$ cat config.mk
export PLATFORM = sky130hd
export DESIGN_NAME = lsb_ev_flat
export DESIGN_NICKNAME = d
export VERILOG_FILES = /design/src/rtl/lsb_ev_if.sv /design/src/rtl/lsb_ev.sv /design/src/flat_wrapper.sv
export SDC_FILE = /design/constraint.sdc
export NUM_CORES = 1
export LEC_CHECK = 0
export ABC_AREA = 1
export CAP_MARGIN = 30
export CORE_AREA = 2 2 133 135
export DETAILED_ROUTE_END_ITERATION = 10
export DIE_AREA = 0 0 135 137
export PLACE_DENSITY = 0.79
export REMOVE_ABC_BUFFERS = 1
export SLEW_MARGIN = 10
export SYNTH_ARGS = -nofsm -noshare
export SYNTH_HDL_FRONTEND = slang
export SYNTH_SLANG_ARGS = --single-unit
export TNS_END_PERCENT = 100
$ cat constraint.sdc
create_clock -name clk -period 1.7 [get_ports clk]
set_input_delay 0.255 -clock clk [delete_from_list [all_inputs] [get_ports clk]]
set_output_delay 0.255 -clock clk [all_outputs]
set_load 0.005 [all_outputs]
$ cat src/rtl/lsb_ev_if.sv
// Register-window bus between the CPU-side I/O bus and the LED/switch/button block.
// The master drives the write strobe, address and write data; the slave returns
// combinational read data for the selected word.
interface lsb_ev_if;
    logic        wr;
    logic [1:0]  addr;
    logic [31:0] data_in;
    logic [31:0] data_out;

    modport master (
        output wr,
        output addr,
        output data_in,
        input  data_out
    );

    modport slave (
        input  wr,
        input  addr,
        input  data_in,
        output data_out
    );
endinterface

$ cat src/rtl/lsb_ev.sv
// LED / switch / button I/O block.
// Buttons and switches pass through polarity correction, a 2-flop synchroniser
// and a per-input debouncer. Debounced transitions set sticky event bits that,
// when enabled, raise a registered level interrupt. LEDs accept load, set,
// clear and toggle writes so software never needs a read-modify-write.
module lsb_ev #(
    parameter int NUM_LED     = 8,
    parameter int NUM_BTN     = 4,
    parameter int NUM_SWI     = 4,
    parameter int BTN_POL     = 1,
    parameter int SWI_POL     = 1,
    parameter int DBNC_CYCLES = 20000
) (
    input  logic               clk,
    input  logic               rst_n,
    lsb_ev_if.slave            bus,
    input  logic [NUM_BTN-1:0] btn_in,
    input  logic [NUM_SWI-1:0] swi_in,
    output logic [NUM_LED-1:0] leds,
    output logic [NUM_BTN-1:0] btn,
    output logic [NUM_SWI-1:0] swi,
    output logic               irq
);

    // Buttons and switches share one synchroniser/debouncer array:
    // bits [NUM_BTN-1:0] are buttons, the upper NUM_SWI bits are switches.
    localparam int NIN = NUM_BTN + NUM_SWI;
    localparam int CW  = (DBNC_CYCLES > 1) ? $clog2(DBNC_CYCLES) : 1;
    localparam logic [CW-1:0] CNT_MAX = CW'(DBNC_CYCLES - 1);

    // Implemented bits of the EVENT / IRQ_EN layout; everything else reads 0.
    localparam logic [23:0] EVT_MASK = {8'((1 << NUM_SWI) - 1),
                                        8'((1 << NUM_BTN) - 1),
                                        8'((1 << NUM_BTN) - 1)};

    logic [NIN-1:0]     w_act;
    logic [NIN-1:0]     r_sync1;
    logic [NIN-1:0]     r_sync2;
    logic [NIN-1:0]     r_dbn;
    logic [NIN-1:0]     r_dbn_q;
    logic [CW-1:0]      r_cnt [NIN];

    logic [NUM_BTN-1:0] w_btn;
    logic [NUM_BTN-1:0] w_btn_q;
    logic [NUM_SWI-1:0] w_swi;
    logic [NUM_SWI-1:0] w_swi_q;

    logic [NUM_LED-1:0] r_leds;
    logic [NUM_LED-1:0] w_led_mask;
    logic [NUM_LED-1:0] w_led_next;
    logic [23:0]        r_evt;
    logic [23:0]        r_irq_en;
    logic [23:0]        w_evt_set;
    logic [23:0]        w_evt_clr;
    logic               r_irq;

    logic               w_wr_led;
    logic               w_wr_evt;
    logic               w_wr_en;
    logic [7:0]         w_btn8;
    logic [7:0]         w_swi8;
    logic [31:0]        w_rdata;
    logic               w_unused_bits;

    // Fold the configured active level into active-high signals.
    assign w_act[NUM_BTN-1:0]   = (BTN_POL != 0) ? btn_in : ~btn_in;
    assign w_act[NIN-1:NUM_BTN] = (SWI_POL != 0) ? swi_in : ~swi_in;

    assign w_btn   = r_dbn[NUM_BTN-1:0];
    assign w_swi   = r_dbn[NIN-1:NUM_BTN];
    assign w_btn_q = r_dbn_q[NUM_BTN-1:0];
    assign w_swi_q = r_dbn_q[NIN-1:NUM_BTN];

    assign w_wr_led = bus.wr && (bus.addr == 2'd0);
    assign w_wr_evt = bus.wr && (bus.addr == 2'd2);
    assign w_wr_en  = bus.wr && (bus.addr == 2'd3);

    assign w_unused_bits = ^bus.data_in[31:24];

    // Two-flop synchroniser for every raw pin.
    always_ff @(posedge clk or negedge rst_n) begin
        if (!rst_n) begin
            r_sync1 <= '0;
            r_sync2 <= '0;
        end else begin
            r_sync1 <= w_act;
            r_sync2 <= r_sync1;
        end
    end

    // Debounce: the output flips only after the synchronised input has differed
    // from it for DBNC_CYCLES consecutive cycles; any agreement restarts the count.
    always_ff @(posedge clk or negedge rst_n) begin
        if (!rst_n) begin
            r_dbn   <= '0;
            r_dbn_q <= '0;
            for (int i = 0; i < NIN; i++) begin
                r_cnt[i] <= '0;
            end
        end else begin
            r_dbn_q <= r_dbn;
            for (int i = 0; i < NIN; i++) begin
                if (r_sync2[i] == r_dbn[i]) begin
                    r_cnt[i] <= '0;
                end else if (r_cnt[i] == CNT_MAX) begin
                    r_dbn[i] <= r_sync2[i];
                    r_cnt[i] <= '0;
                end else begin
                    r_cnt[i] <= r_cnt[i] + CW'(1);
                end
            end
        end
    end

    // Edge detection against the registered debounced value, plus W1C decode.
    always_comb begin
        w_evt_set                = '0;
        w_evt_set[NUM_BTN-1:0]   = w_btn & ~w_btn_q;
        w_evt_set[8 +: NUM_BTN]  = ~w_btn & w_btn_q;
        w_evt_set[16 +: NUM_SWI] = w_swi ^ w_swi_q;
        w_evt_clr                = w_wr_evt ? bus.data_in[23:0] : 24'd0;
    end

    // LED write operations selected by data_in[17:16].
    always_comb begin
        w_led_mask = bus.data_in[NUM_LED-1:0];
        w_led_next = r_leds;
        case (bus.data_in[17:16])
            2'b00:   w_led_next = w_led_mask;
            2'b01:   w_led_next = r_leds | w_led_mask;
            2'b10:   w_led_next = r_leds & ~w_led_mask;
            default: w_led_next = r_leds ^ w_led_mask;
        endcase
    end

    // Register file: LEDs, sticky events (set beats clear), enables, interrupt.
    always_ff @(posedge clk or negedge rst_n) begin
        if (!rst_n) begin
            r_leds   <= '0;
            r_evt    <= '0;
            r_irq_en <= '0;
            r_irq    <= 1'b0;
        end else begin
            if (w_wr_led) begin
                r_leds <= w_led_next;
            end
            if (w_wr_en) begin
                r_irq_en <= bus.data_in[23:0] & EVT_MASK;
            end
            r_evt <= ((r_evt & ~w_evt_clr) | w_evt_set) & EVT_MASK;
            r_irq <= |(r_evt & r_irq_en);
        end
    end

    // Combinational read mux, zero-extended.
    always_comb begin
        w_btn8              = '0;
        w_btn8[NUM_BTN-1:0] = w_btn;
        w_swi8              = '0;
        w_swi8[NUM_SWI-1:0] = w_swi;
        w_rdata             = '0;
        case (bus.addr)
            2'd0:    w_rdata = 32'(r_leds);
            2'd1:    w_rdata = {16'd0, w_btn8, w_swi8};
            2'd2:    w_rdata = {8'd0, r_evt};
            default: w_rdata = {8'd0, r_irq_en};
        endcase
    end

    assign bus.data_out = w_rdata;
    assign leds         = r_leds;
    assign btn          = w_btn;
    assign swi          = w_swi;
    assign irq          = r_irq;

endmodule
$ cat src/flat_wrapper.sv
// flat-port wrapper written by rule: the top's interface ports become plain ports
module lsb_ev_flat 
#(
    parameter int NUM_LED     = 8,
    parameter int NUM_BTN     = 4,
    parameter int NUM_SWI     = 4,
    parameter int BTN_POL     = 1,
    parameter int SWI_POL     = 1,
    parameter int DBNC_CYCLES = 20000
)
  (clk, rst_n, btn_in, swi_in, leds, btn, swi, irq, bus_wr, bus_addr, bus_data_in, bus_data_out);
  lsb_ev_if bus_i ();
  input  logic clk;
  input  logic rst_n;
  input  logic [NUM_BTN-1:0] btn_in;
  input  logic [NUM_SWI-1:0] swi_in;
  output logic [NUM_LED-1:0] leds;
  output logic [NUM_BTN-1:0] btn;
  output logic [NUM_SWI-1:0] swi;
  output logic irq;
  input wire logic [$bits(bus_i.wr)-1:0] bus_wr;
  input wire logic [$bits(bus_i.addr)-1:0] bus_addr;
  input wire logic [$bits(bus_i.data_in)-1:0] bus_data_in;
  output wire logic [$bits(bus_i.data_out)-1:0] bus_data_out;
  assign bus_i.wr = bus_wr;
  assign bus_i.addr = bus_addr;
  assign bus_i.data_in = bus_data_in;
  assign bus_data_out = bus_i.data_out;
  lsb_ev #(.NUM_LED(NUM_LED), .NUM_BTN(NUM_BTN), .NUM_SWI(NUM_SWI), .BTN_POL(BTN_POL), .SWI_POL(SWI_POL), .DBNC_CYCLES(DBNC_CYCLES)) u_core (.clk(clk), .rst_n(rst_n), .bus(bus_i), .btn_in(btn_in), .swi_in(swi_in), .leds(leds), .btn(btn), .swi(swi), .irq(irq));
endmodule
==> impl_metrics.py, run 1 <==
metrics = {
    "synthesis": {
        "synthesis.area_um2": 9690,
        "syn-mean-instance-area_um2": 7.99,
        "synth-compound-area-share_pct": 6.30,
        "post_synth_num_cell_types": 34,
        "synth_seq_area_share_pct": 47.8,
        "synthFlopType": "sky130_fd_sc_hd__dfrtp_1",
        "post_synth_fa_ha_maj_area_fraction_pct": 3.10,
        "number_of_synthesized_register_bits": 185,
        "multiplexer_fraction_of_the_synthesized_cell_area_pct": 0,
        "synthDominantCellAreaShare_pct": 47.8,
        "main_combinational_cell_family_by_area_after_synthesis": "simple AND/OR/NAND/NOR gates",
        "yosys.area_share.simple_pct": 31.9,
        "synthXorXnorAreaFrac_pct": 3.52,
        "synth.top_cells.by_area": "sky130_fd_sc_hd__dfrtp_1 48%, sky130_fd_sc_hd__nand2_1 12%, sky130_fd_sc_hd__nor2_1 8.4%",
        "synth_top_cell_by_area": "sky130_fd_sc_hd__dfrtp_1",
        "asyncSetResetFlopFracSynth_pct": 100,
        "ys.warnings.count": 0,
        "synth_edf_count": 0,
        "postSynthCellCount": 1213,
    },
    "critical_path": {
        "regToRegSetupSlack_ns": 0.24,
        "critPathLaunch": "bus_addr[1]",
        "timing.critical_path.cells": "dlygate4sd2_1, inv_2, nor2_4, buf_6, buf_4, a22o_1, dlygate4sd2_1",
        "worst-endpoint-arrival_ns": 1.40,
        "cp.required_ns": 1.44,
        "crit_path_end_kind": "output pin",
        "crit_path_start_kind": "primary input",
        "timing.critical_path.max_delay_family": "buffers and inverters",
        "worst_path_max_delay_cell": "sky130_fd_sc_hd__dlygate4sd2_1",
        "worst_r2r_endpoint": "u_core.r_cnt[15]",
        "worstSetupPathType": "in2out",
        "timing.critical_path.fanout_max": 6,
        "critical_path.most_common_cell": "sky130_fd_sc_hd__dlygate4sd2_1",
        "worst_path_depth": 7,
        "cpPeakStageDelay_ns": 0.28,
        "critical_path.endpoint": "bus_data_out[16]",
        "rr_startpoint": "u_core.r_cnt[15]",
        "r2r_cells": 8,
        "worstPathBufferInverterCount": 5,
    },
    "routing": {
        "drt.antenna.violating_nets": 0,
        "route.vias.total": 8154,
        "route.detailed.vias_per_inst": 5.17,
        "avgRoutedWirePerCell_um": 13.3,
        "dr_drc_count": 0,
        "route.final.wire_length_mm": 20.9,
        "dr.pass1.iters": 5,
        "drt_first_iter_violations": 483,
    },
    "outcome": {
        "outcome": "complete, no violations",
    },
    "power_and_ir_drop": {
        "sw_frac_of_total_pct": 24.2,
        "seq_power_share_pct": 48.3,
        "total_power_mw": 9.71,
        "worst_ir_drop_vdd_mv": 0.715,
        "power_per_cell_area_nw_per_um2": 840,
        "power.internal_mw": 7.37,
        "power.static_leakage_nw": 5.28,
        "switching_power_summed_over_all_nets_mw": 2.35,
        "clk_pwr_share_pct": 41.9,
        "power.combinational.fraction_pct": 9.8,
    },
    "finish": {
        "diodes": 0,
        "nFillCells": 1386,
        "fin_nets": 1407,
        "layout_cell_share_with_drive_strength_beyond_1_pct": 12.1,
        "areaGrowthSynthToFinish_pct": 19.4,
        "post-route-util_pct": 67.8,
        "post_layout_nonfiller_instances": 1576,
    },
    "timing": {
        "totalNegativeSetupSlack_ns": 0,
        "achievable-frequency_mhz": 605,
        "final-hold-violation-count": 0,
        "finClkSkew_ns": 0.00818,
        "final_max_slew_viol_count": 0,
        "finalWorstPathRequiredPeriod_ns": 1.65,
        "timing.hold.ws_ns": 0.256,
        "post-route-period-util_pct": 97.3,
        "final-setup-viol-count": 0,
    },
    "cts": {
        "clockRootBuffer": "sky130_fd_sc_hd__clkbuf_16",
        "cts-root-to-sink-buffers": 2,
        "tritoncts_clock_tree": "built",
        "clk_transition_reported_paths_ns": 0.07,
        "htree_num_levels": 4,
        "numCtsBuffers": 17,
        "worst_skew_pair.late_latency_ns": 0.43,
        "cts.sink_count": 185,
    },
    "place": {
        "placed_cells_incl_taps": 1528,
        "post-dp-hpwl_mm": 15.1,
        "io_buffers": 61,
        "gpl.final_weighted_congestion": 0.880,
    },
    "grt": {
        "grt_use_total_pct": 24.2,
        "vias_in_the_first_global_route": 7921,
        "global_route.overflow_total": 0,
        "grt_start_max_net_pins": 68,
        "grt_antenna_before_repair": 0,
        "grt_first_pass_wirelength_mm": 36.2,
    },
    "floorplan": {
        "core_region_area_um2": 17100,
        "die-width_um": 135,
        "initial_core_util_pct": 56.8,
        "die_h_um": 137,
        "std_cell_rows": 48,
        "pin_count": 94,
        "die_area_um2": 18500,
    },
    "job": {
        "max_cap_viol": 0,
    },
    "hold_path": {
        "min_path_type": "in2reg",
    },
}
[cells in the mapped netlist, types with 2 or more instances]
library cell	number
sky130_fd_sc_hd__nand2_4	8
sky130_fd_sc_hd__o211ai_1	3
sky130_fd_sc_hd__nor2_4	12
sky130_fd_sc_hd__o21ai_0	49
sky130_fd_sc_hd__nand2_1	298
sky130_fd_sc_hd__o22ai_1	3
sky130_fd_sc_hd__nand3_1	46
sky130_fd_sc_hd__nor2_2	11
sky130_fd_sc_hd__a21oi_1	19
sky130_fd_sc_hd__o21bai_1	10
sky130_fd_sc_hd__nor3b_1	15
sky130_fd_sc_hd__nor2_1	217
sky130_fd_sc_hd__o2111ai_1	5
sky130_fd_sc_hd__nand2_2	19
sky130_fd_sc_hd__nor2_8	3
sky130_fd_sc_hd__xor2_1	27
sky130_fd_sc_hd__inv_1	139
sky130_fd_sc_hd__dfrtp_1	185
sky130_fd_sc_hd__a22o_1	6
sky130_fd_sc_hd__buf_2	2
sky130_fd_sc_hd__nor3_1	20
sky130_fd_sc_hd__o21ai_1	8
sky130_fd_sc_hd__inv_2	10
sky130_fd_sc_hd__ha_1	24
sky130_fd_sc_hd__nand4_1	37
sky130_fd_sc_hd__o221ai_1	2
sky130_fd_sc_hd__xnor2_1	12
sky130_fd_sc_hd__buf_4	17
[cells in the final DEF (no fill, tap or decap), types with 12 or more instances in the layout]
cell type                         synthesis  final
sky130_fd_sc_hd__nand2_1                298    297
sky130_fd_sc_hd__nand4_1                 37     37
sky130_fd_sc_hd__dfrtp_1                185    184
sky130_fd_sc_hd__nor2_4                  12     13
sky130_fd_sc_hd__xnor2_1                 12     12
sky130_fd_sc_hd__inv_2                   10     15
sky130_fd_sc_hd__clkbuf_16                0     17
sky130_fd_sc_hd__ha_1                    24     24
sky130_fd_sc_hd__a21oi_1                 19     19
sky130_fd_sc_hd__inv_1                  139    134
sky130_fd_sc_hd__nor3b_1                 15     15
sky130_fd_sc_hd__nor2_1                 217    216
sky130_fd_sc_hd__xor2_1                  27     27
sky130_fd_sc_hd__nor3_1                  20     20
sky130_fd_sc_hd__o21ai_0                 49     47
sky130_fd_sc_hd__conb_1                   1     16
sky130_fd_sc_hd__dlygate4sd2_1            0     12
sky130_fd_sc_hd__nand3_1                 46     46
sky130_fd_sc_hd__clkdlybuf4s50_1          0     33
sky130_fd_sc_hd__buf_4                   17     41
sky130_fd_sc_hd__nand2_2                 19     19
[layout make-up]
cell class | count | area, um^2 | area share, %
Sequential cell | 185 | 4630 | 40.0
Multi-Input combinational cell | 872 | 4430 | 38.3
Timing Repair Buffer | 112 | 1050 | 9.09
Inverter | 150 | 564 | 4.88
Clock buffer | 18 | 439 | 3.80
Tap cell | 225 | 282 | 2.43
Clock inverter | 14 | 171 | 1.48
[timing repair]
action	in CTS	in global routing
pin swaps	1	2
setup buffers	8	7
endpoints found under the setup margin	22	16
resized for setup	39	20
hold endpoints to repair	26	0
hold buffers	1	0
[metal layers]
metal | share of wire [%] | track usage, % | vias to the layer above
met5 | 0 | 0 | -
li1 | - | - | 4063
met4 | 1.8 | 8.28 | 0
met3 | 4.7 | 4.78 | 28
met1 | 45 | 31.6 | 3868
met2 | 49 | 40.8 | 195
[state kept, by name (all words and copies together) (netlist names), 8 cells and up]
signal / cells
u_core.r_dbn: 8
u_core.r_dbn_q: 8
u_core.r_evt: 12
u_core.r_sync1: 8
u_core.r_sync2: 8
u_core.r_irq_en: 12
u_core.leds: 8
u_core.r_cnt: 120
[how the worst min path moves through the flow]
| stage | depth (start not counted) | endpoint | start | slack, ns |
|---|---|---|---|---|
| 2_1_floorplan | 0 | u_core.irq | rst_n | -0.04 |
| 3_3_place_gp | 1 | u_core.r_cnt[103] | rst_n | 0.16 |
| 4_1_cts | 1 | u_core.r_sync1[7] | swi_in[3] | 0.24 |
| 5_1_grt | 1 | u_core.r_sync1[7] | swi_in[3] | 0.24 |
| 3_5_place_dp | 1 | u_core.r_cnt[103] | rst_n | 0.17 |
| 6_report | 1 | u_core.r_sync1[7] | swi_in[3] | 0.26 |
[metrics by stage]
step / instance area, um^2 / setup slack, ns
2_1_floorplan: 9600 / 0.369
3_3_place_gp: 10800 / -0.554
3_5_place_dp: 10800 / -0.570
4_1_cts: 11500 / 0.000558
5_1_grt: 11600 / -0.00158
6_report: 11600 / 0.0459
[cell families (layout without fill, tap and decap cells)]
family	count (synthesis)	after routing
flip-flops	185	185
other	1	16
AO/OA/AOI/OAI	105	105
AND/OR/NAND/NOR	688	688
XOR/XNOR	39	39
adder cells (fa/ha/maj)	24	24
buffers and inverters	171	294
[power by group through the flow]
stage | logic, mW | registers (mW) | clock network (mW)
after floorplan | 0.393 | 4.76 | 0
final | 0.949 | 4.70 | 4.07
after global placement | 0.879 | 4.78 | 0
after CTS | 0.940 | 4.69 | 4.17
after detailed placement | 0.903 | 4.78 | 0
after global routing | 1.08 | 4.71 | 4.36
(Power assumes the default switching activity.)
==> run 2, diff against run 1 <==
- CORE_AREA: 2 2 133 135 -> 2 2 150 152
- DIE_AREA: 0 0 135 137 -> 0 0 152 154
- MAX_ROUTING_LAYER: not set -> met4
- PLACE_DENSITY: 0.79 -> not set
==> run 2 against run 1 <==
  * Core utilization decreased by 14 points
  * Highest routed layer unchanged
  * Largest cell class unchanged
  * First-iteration DRC count decreased by 23%
  * Total power decreased by 0.57%
  * Final cell count increased by 3.3%
==> impl_metrics.py, run 2 (synthesized netlist as in run 1, its figures left out) <==
metrics = {
    "critical_path": {
        "worst_path_max_delay_cell": "sky130_fd_sc_hd__clkdlybuf4s50_1",
        "crit_path_start_kind": "flop",
        "regToRegSetupSlack_ns": 0.26,
        "worstSetupPathType": "reg2out",
        "r2r_cells": 8,
        "worst_r2r_endpoint": "u_core.r_cnt[86]",
        "timing.critical_path.max_delay_family": "buffers and inverters",
        "timing.critical_path.fanout_max": 5,
        "timing.critical_path.cells": "clkdlybuf4s50_1",
        "cpPeakStageDelay_ns": 0.54,
        "worst-endpoint-arrival_ns": 1.38,
        "cp.required_ns": 1.44,
        "crit_path_end_kind": "output pin",
        "rr_startpoint": "u_core.r_cnt[75]",
        "worstPathBufferInverterCount": 1,
    },
    "floorplan": {
        "initial_core_util_pct": 44.7,
        "std_cell_rows": 54,
        "pin_count": 94,
        "core_region_area_um2": 21700,
        "die_h_um": 154,
        "die_area_um2": 23400,
        "die-width_um": 152,
    },
    "timing": {
        "final-hold-violation-count": 0,
        "final-setup-viol-count": 0,
        "final_max_slew_viol_count": 0,
        "setup_ws_ns": 0.0642,
        "rsz0062_at_grt": "no",
        "timing.hold.ws_ns": 0.256,
        "post-route-period-util_pct": 96.2,
        "finClkSkew_ns": 0.00903,
        "finalWorstPathRequiredPeriod_ns": 1.64,
        "achievable-frequency_mhz": 611,
    },
    "hold_path": {
        "timing.hold.worst_endpoint": "u_core.r_sync1[1]",
        "min_path_type": "in2reg",
        "hold_path.startpoint": "btn_in[1]",
        "hold_depth": 1,
    },
    "power_and_ir_drop": {
        "switching_power_summed_over_all_nets_mw": 2.37,
        "power.internal_mw": 7.29,
        "power_per_cell_area_nw_per_um2": 833,
        "total_power_mw": 9.66,
        "worst_ir_drop_vdd_mv": 0.622,
        "power.combinational.fraction_pct": 9.4,
        "sw_frac_of_total_pct": 24.5,
        "clk_pwr_share_pct": 42.0,
        "seq_power_share_pct": 48.7,
        "power.static_leakage_nw": 5.26,
    },
    "finish": {
        "mostFrequentLayoutCells": "298 x sky130_fd_sc_hd__nand2_1, 216 x sky130_fd_sc_hd__nor2_1, 184 x sky130_fd_sc_hd__dfrtp_1",
        "areaGrowthSynthToFinish_pct": 19.6,
        "sequential_cell_area_um2": 4630,
        "nFillCells": 2093,
        "registers.top_by_ff_count": "u_core.r_cnt",
        "fin_nets": 1404,
        "post-route-util_pct": 53.4,
        "layout_cell_share_with_drive_strength_beyond_1_pct": 11.6,
        "number_of_flip_flops_in_the_largest_register": 120,
        "diodes": 0,
        "most_common_cell_after_layout_fill_and_taps_aside": "sky130_fd_sc_hd__nand2_1",
        "registers_with_the_most_flip_flops": "u_core.r_cnt (120), u_core.r_evt (12), u_core.r_irq_en (12)",
        "multiInputGateArea_um2": 4430,
    },
    "routing": {
        "route.final.wire_length_mm": 20.9,
        "dr.pass1.iters": 4,
        "route.vias.total": 7805,
        "avgRoutedWirePerCell_um": 12.8,
        "drt_first_iter_violations": 374,
        "dr_drc_count": 0,
        "route.detailed.vias_per_inst": 4.79,
        "drt.antenna.violating_nets": 0,
    },
    "cts": {
        "tritoncts_clock_tree": "built",
        "cts-root-to-sink-buffers": 2,
        "worst_skew_pair.late_latency_ns": 0.43,
        "numCtsBuffers": 17,
        "htree_num_levels": 4,
        "clockRootBuffer": "sky130_fd_sc_hd__clkbuf_16",
        "clk_transition_reported_paths_ns": 0.07,
        "cts.sink_count": 185,
    },
    "place": {
        "pre_cts_ws_ns": -0.501,
        "io_buffers": 61,
        "post-dp-hpwl_mm": 15.6,
        "gpl.final_weighted_congestion": 0.856,
    },
    "grt": {
        "global_route.overflow_total": 0,
        "grt_first_pass_wirelength_mm": 36.2,
        "grt_use_total_pct": 19.2,
        "grt_antenna_before_repair": 0,
        "vias_in_the_first_global_route": 7569,
        "grt_start_max_net_pins": 53,
    },
    "job": {
        "max_cap_viol": 0,
    },
    "outcome": {
        "outcome": "complete, no violations",
    },
}
-- run 2: cell count changes in the layout (fill, tap and decap cells not counted), sizes merged --
cell,before,now
clkinvlp,6,1
clkbuf,22,26
clkdlybuf4s15,4,0
dlygate4sd2,12,15
buf,51,49
dlymetal6s2s,7,5
inv,151,153
bufinv,3,2
clkdlybuf4s50,33,34
clkinv,4,5
-- run 2: per-layer routing --
layer	routed length, um	up-vias	global-route usage, %
li1	-	4050	-
met1	10500	3603	26.1
met2	9460	127	30.0
met3	576	25	2.71
met4	366	0	5.87
met5	0	-	-
-- run 2: power by group through the flow --
stage	Clock (mW)	Sequential, mW	Combinational (mW)
final	4.05	4.70	0.907
after global routing	4.40	4.72	1.04
after CTS	4.17	4.70	0.932
after detailed placement	0	4.79	0.921
after global placement	0	4.78	0.903
after floorplan	0	4.76	0.393
-- run 2: cell type report --
type | count | area share (%)
well taps | 280 | 3.02
repair buffers | 109 | 8.68
flip-flops and latches | 185 | 40.0
inverters | 150 | 4.90
clock buffers | 21 | 4.06
clock inverters | 11 | 1.16
multi-input cells | 872 | 38.2
-- run 2: how the worst max path moves through the flow --
stage | from | slack (ns) | to | depth (start not counted)
2_1_floorplan | bus_addr[1] | 0.37 | bus_data_out[3] | 6
3_3_place_gp | bus_addr[1] | -0.52 | bus_data_out[3] | 8
3_5_place_dp | bus_addr[1] | -0.50 | bus_data_out[3] | 8
4_1_cts | u_core.r_dbn[0] | 0.006 | btn[0] | 2
5_1_grt | u_core.r_dbn[3] | 0.003 | bus_data_out[11] | 3
6_report | u_core.leds[3] | 0.06 | leds[3] | 1
-- run 2: timing repair --
item / 4_1_cts / 5_1_grt
pin swaps: 1 / 0
gates resized for setup: 41 / 14
hold endpoints to repair: 37 / 0
buffers inserted: 6 / 3
endpoints found under the setup margin: 21 / 12
hold buffers: 1 / 0
gates cloned: 0 / 0
-- run 2: metrics by stage --
| step | std cells | setup TNS, ns | instance area [um^2] |
|---|---|---|---|
| floorplan | 1207 | 0 | 9600 |
| global placement | 1586 | -6.51 | 10900 |
| detailed placement | 1586 | -6.70 | 10900 |
| CTS | 1625 | 0 | 11600 |
| global route | 1628 | 0 | 11600 |
| finish | 1628 | 0 | 11600 |
==> patch: new RTL, config.mk and constraints of run 2 <==
Register the inputs `btn_in` and `swi_in` before use, without a reset. The logic sees them one clock later. The other inputs are not delayed to match.
--- a/src/rtl/lsb_ev.sv
+++ b/src/rtl/lsb_ev.sv
@@ -35,2 +35,10 @@
 
+    logic [NUM_BTN-1:0] btn_q;
+    logic [NUM_SWI-1:0] swi_q;
+
+    always_ff @(posedge clk) begin
+        btn_q <= btn_in;
+        swi_q <= swi_in;
+    end
+
     logic [NIN-1:0]     w_act;
@@ -65,4 +73,4 @@
     // Fold the configured active level into active-high signals.
-    assign w_act[NUM_BTN-1:0]   = (BTN_POL != 0) ? btn_in : ~btn_in;
-    assign w_act[NIN-1:NUM_BTN] = (SWI_POL != 0) ? swi_in : ~swi_in;
+    assign w_act[NUM_BTN-1:0]   = (BTN_POL != 0) ? btn_q : ~btn_q;
+    assign w_act[NIN-1:NUM_BTN] = (SWI_POL != 0) ? swi_q : ~swi_q;
 
Function: same outputs for any inputs over 10 cycles, from zero or initial values and one cycle with rst_n low; that may be too few to reach the edited logic, so the function may still have changed.
==> patch against run 2 <==
Count of clock-buffer cells in the layout is 3 lower; global-route usage rose by 0.50 points; register-to-register slack worse by 0.02 ns; via count rose by 2.3%; cell count increased by 1.4%; largest power group unchanged; power increased by 3.7%; synthesized area is 1.7% higher; non-clock buffer count is 13 higher; sequential cell count is 8 higher; routed wire length rose by 2.4%; design area grew 2.7%; combinational power increased by 8.9%; setup slack worse by 0.053 ns.
==> patch: results <==
[place]
routabilityCongestion = 0.883
post_dp_cell_area_um2 = 11200
pre_cts_slack_ns = -0.540
dp.cells = 1604
hpwl_um = 15700

[yosys]
synth-async-reset-ratio = 0.959
ys_types = 35
seq_area_frac_synth = 0.486
synth_common_cells = nand2_1, nor2_1, dfrtp_1
synth-adder-area-share = 0.0305
synth-compound-area-share = 0.0651
synth_xor_area_frac = 0.0355
synth_area_leaders = dfrtp_1, nand2_1, nor2_1

[route]
avgRoutedWirePerCell_um = 13.0
wl_um = 21400
first_pass_iters = 5
drt-initial-drc-count = 526

[critical_path]
reg2reg_slack_ns = 0.24
cp_max_fo = 2
reg2reg_from = u_core.r_cnt[105]
cp_top_family = compound AO/OA/AOI/OAI gates
crit_path_top_delay_cell = dfrtp_1
worst-endpoint-arrival_ns = 1.43
r2r-end = u_core.r_cnt[114]
critPathMaxStageDelay_ns = 0.40

[global_routing]
grt_pass1_vias = 7763
antenna_found_initial = 2
grt_max_degree = 62
grt_first_pass_wirelength_um = 36800
grt_usage = 0.197

[power]
leakage_nw = 5.35
vdd_drop_max_uv = 489

[timing]
worst_clock_skew_ns = 0.00919

[hold_path]
hold_start = btn_in[2]
worstHoldEndpoint = u_core.btn_q[2]

[finish]
layout-drive-gt1-share = 0.135
nets = 1424

[outcome]
outcome = finished clean
patch: final cells by class:
class                      instances  area, um^2
clock buffer                      18         439
antenna                            2        5.00
clock inverter                    14         171
sequential                       193        4790
timing repair buffer             122        1140
tap                              280         350
multi-input combinational        868        4440
fill                            2034        9780
inverter                         153         576
patch: how the worst max path moves through the flow:
stage                         start         endpoint  slack (ns)  cells past startpoint
global placement        bus_addr[0]  bus_data_out[3]       -0.54                      8
finish              u_core.r_dbn[7]  bus_data_out[3]        0.01                      5
detailed placement      bus_addr[0]  bus_data_out[2]       -0.54                      7
CTS                 u_core.r_dbn[7]  bus_data_out[3]       -0.01                      5
floorplan               bus_addr[1]   u_core.leds[7]        0.38                      6
global route        u_core.r_evt[3]  bus_data_out[3]       -0.02                      5
patch: timing repair:
item                                    in CTS  in global routing
gates cloned                                 0                  0
setup buffers                                9                  4
gates resized for setup                     53                 14
hold buffers                                 1                  0
pin swaps                                    1                  3
hold endpoints to repair                    54                  0
endpoints found under the setup margin      25                 12
patch: logic make-up (layout without fill, tap and decap cells):
logic type | after synthesis | after routing
AND/OR/NAND/NOR | 683 | 683
flip-flops | 193 | 193
buffers and inverters | 173 | 307
AO/OA/AOI/OAI | 105 | 105
XOR/XNOR | 40 | 40
adder cells (fa/ha/maj) | 24 | 24
other | 1 | 18
patch: power breakdown:
part / switching (mW) / internal [mW] / leakage [nW]
logic: 0.537 / 0.452 / 2.49
clock network: 1.98 / 2.15 / 0.297
registers: 0.126 / 4.77 / 2.56
total: 2.64 / 7.37 / 5.35
patch: layer usage:
layer,wire (um),up-vias,global-route usage
met5,0,-,-
met2,9840,115,0.310
li1,-,4115,-
met3,736,18,0.0383
met4,240,0,0.0538
met1,10600,3740,0.263
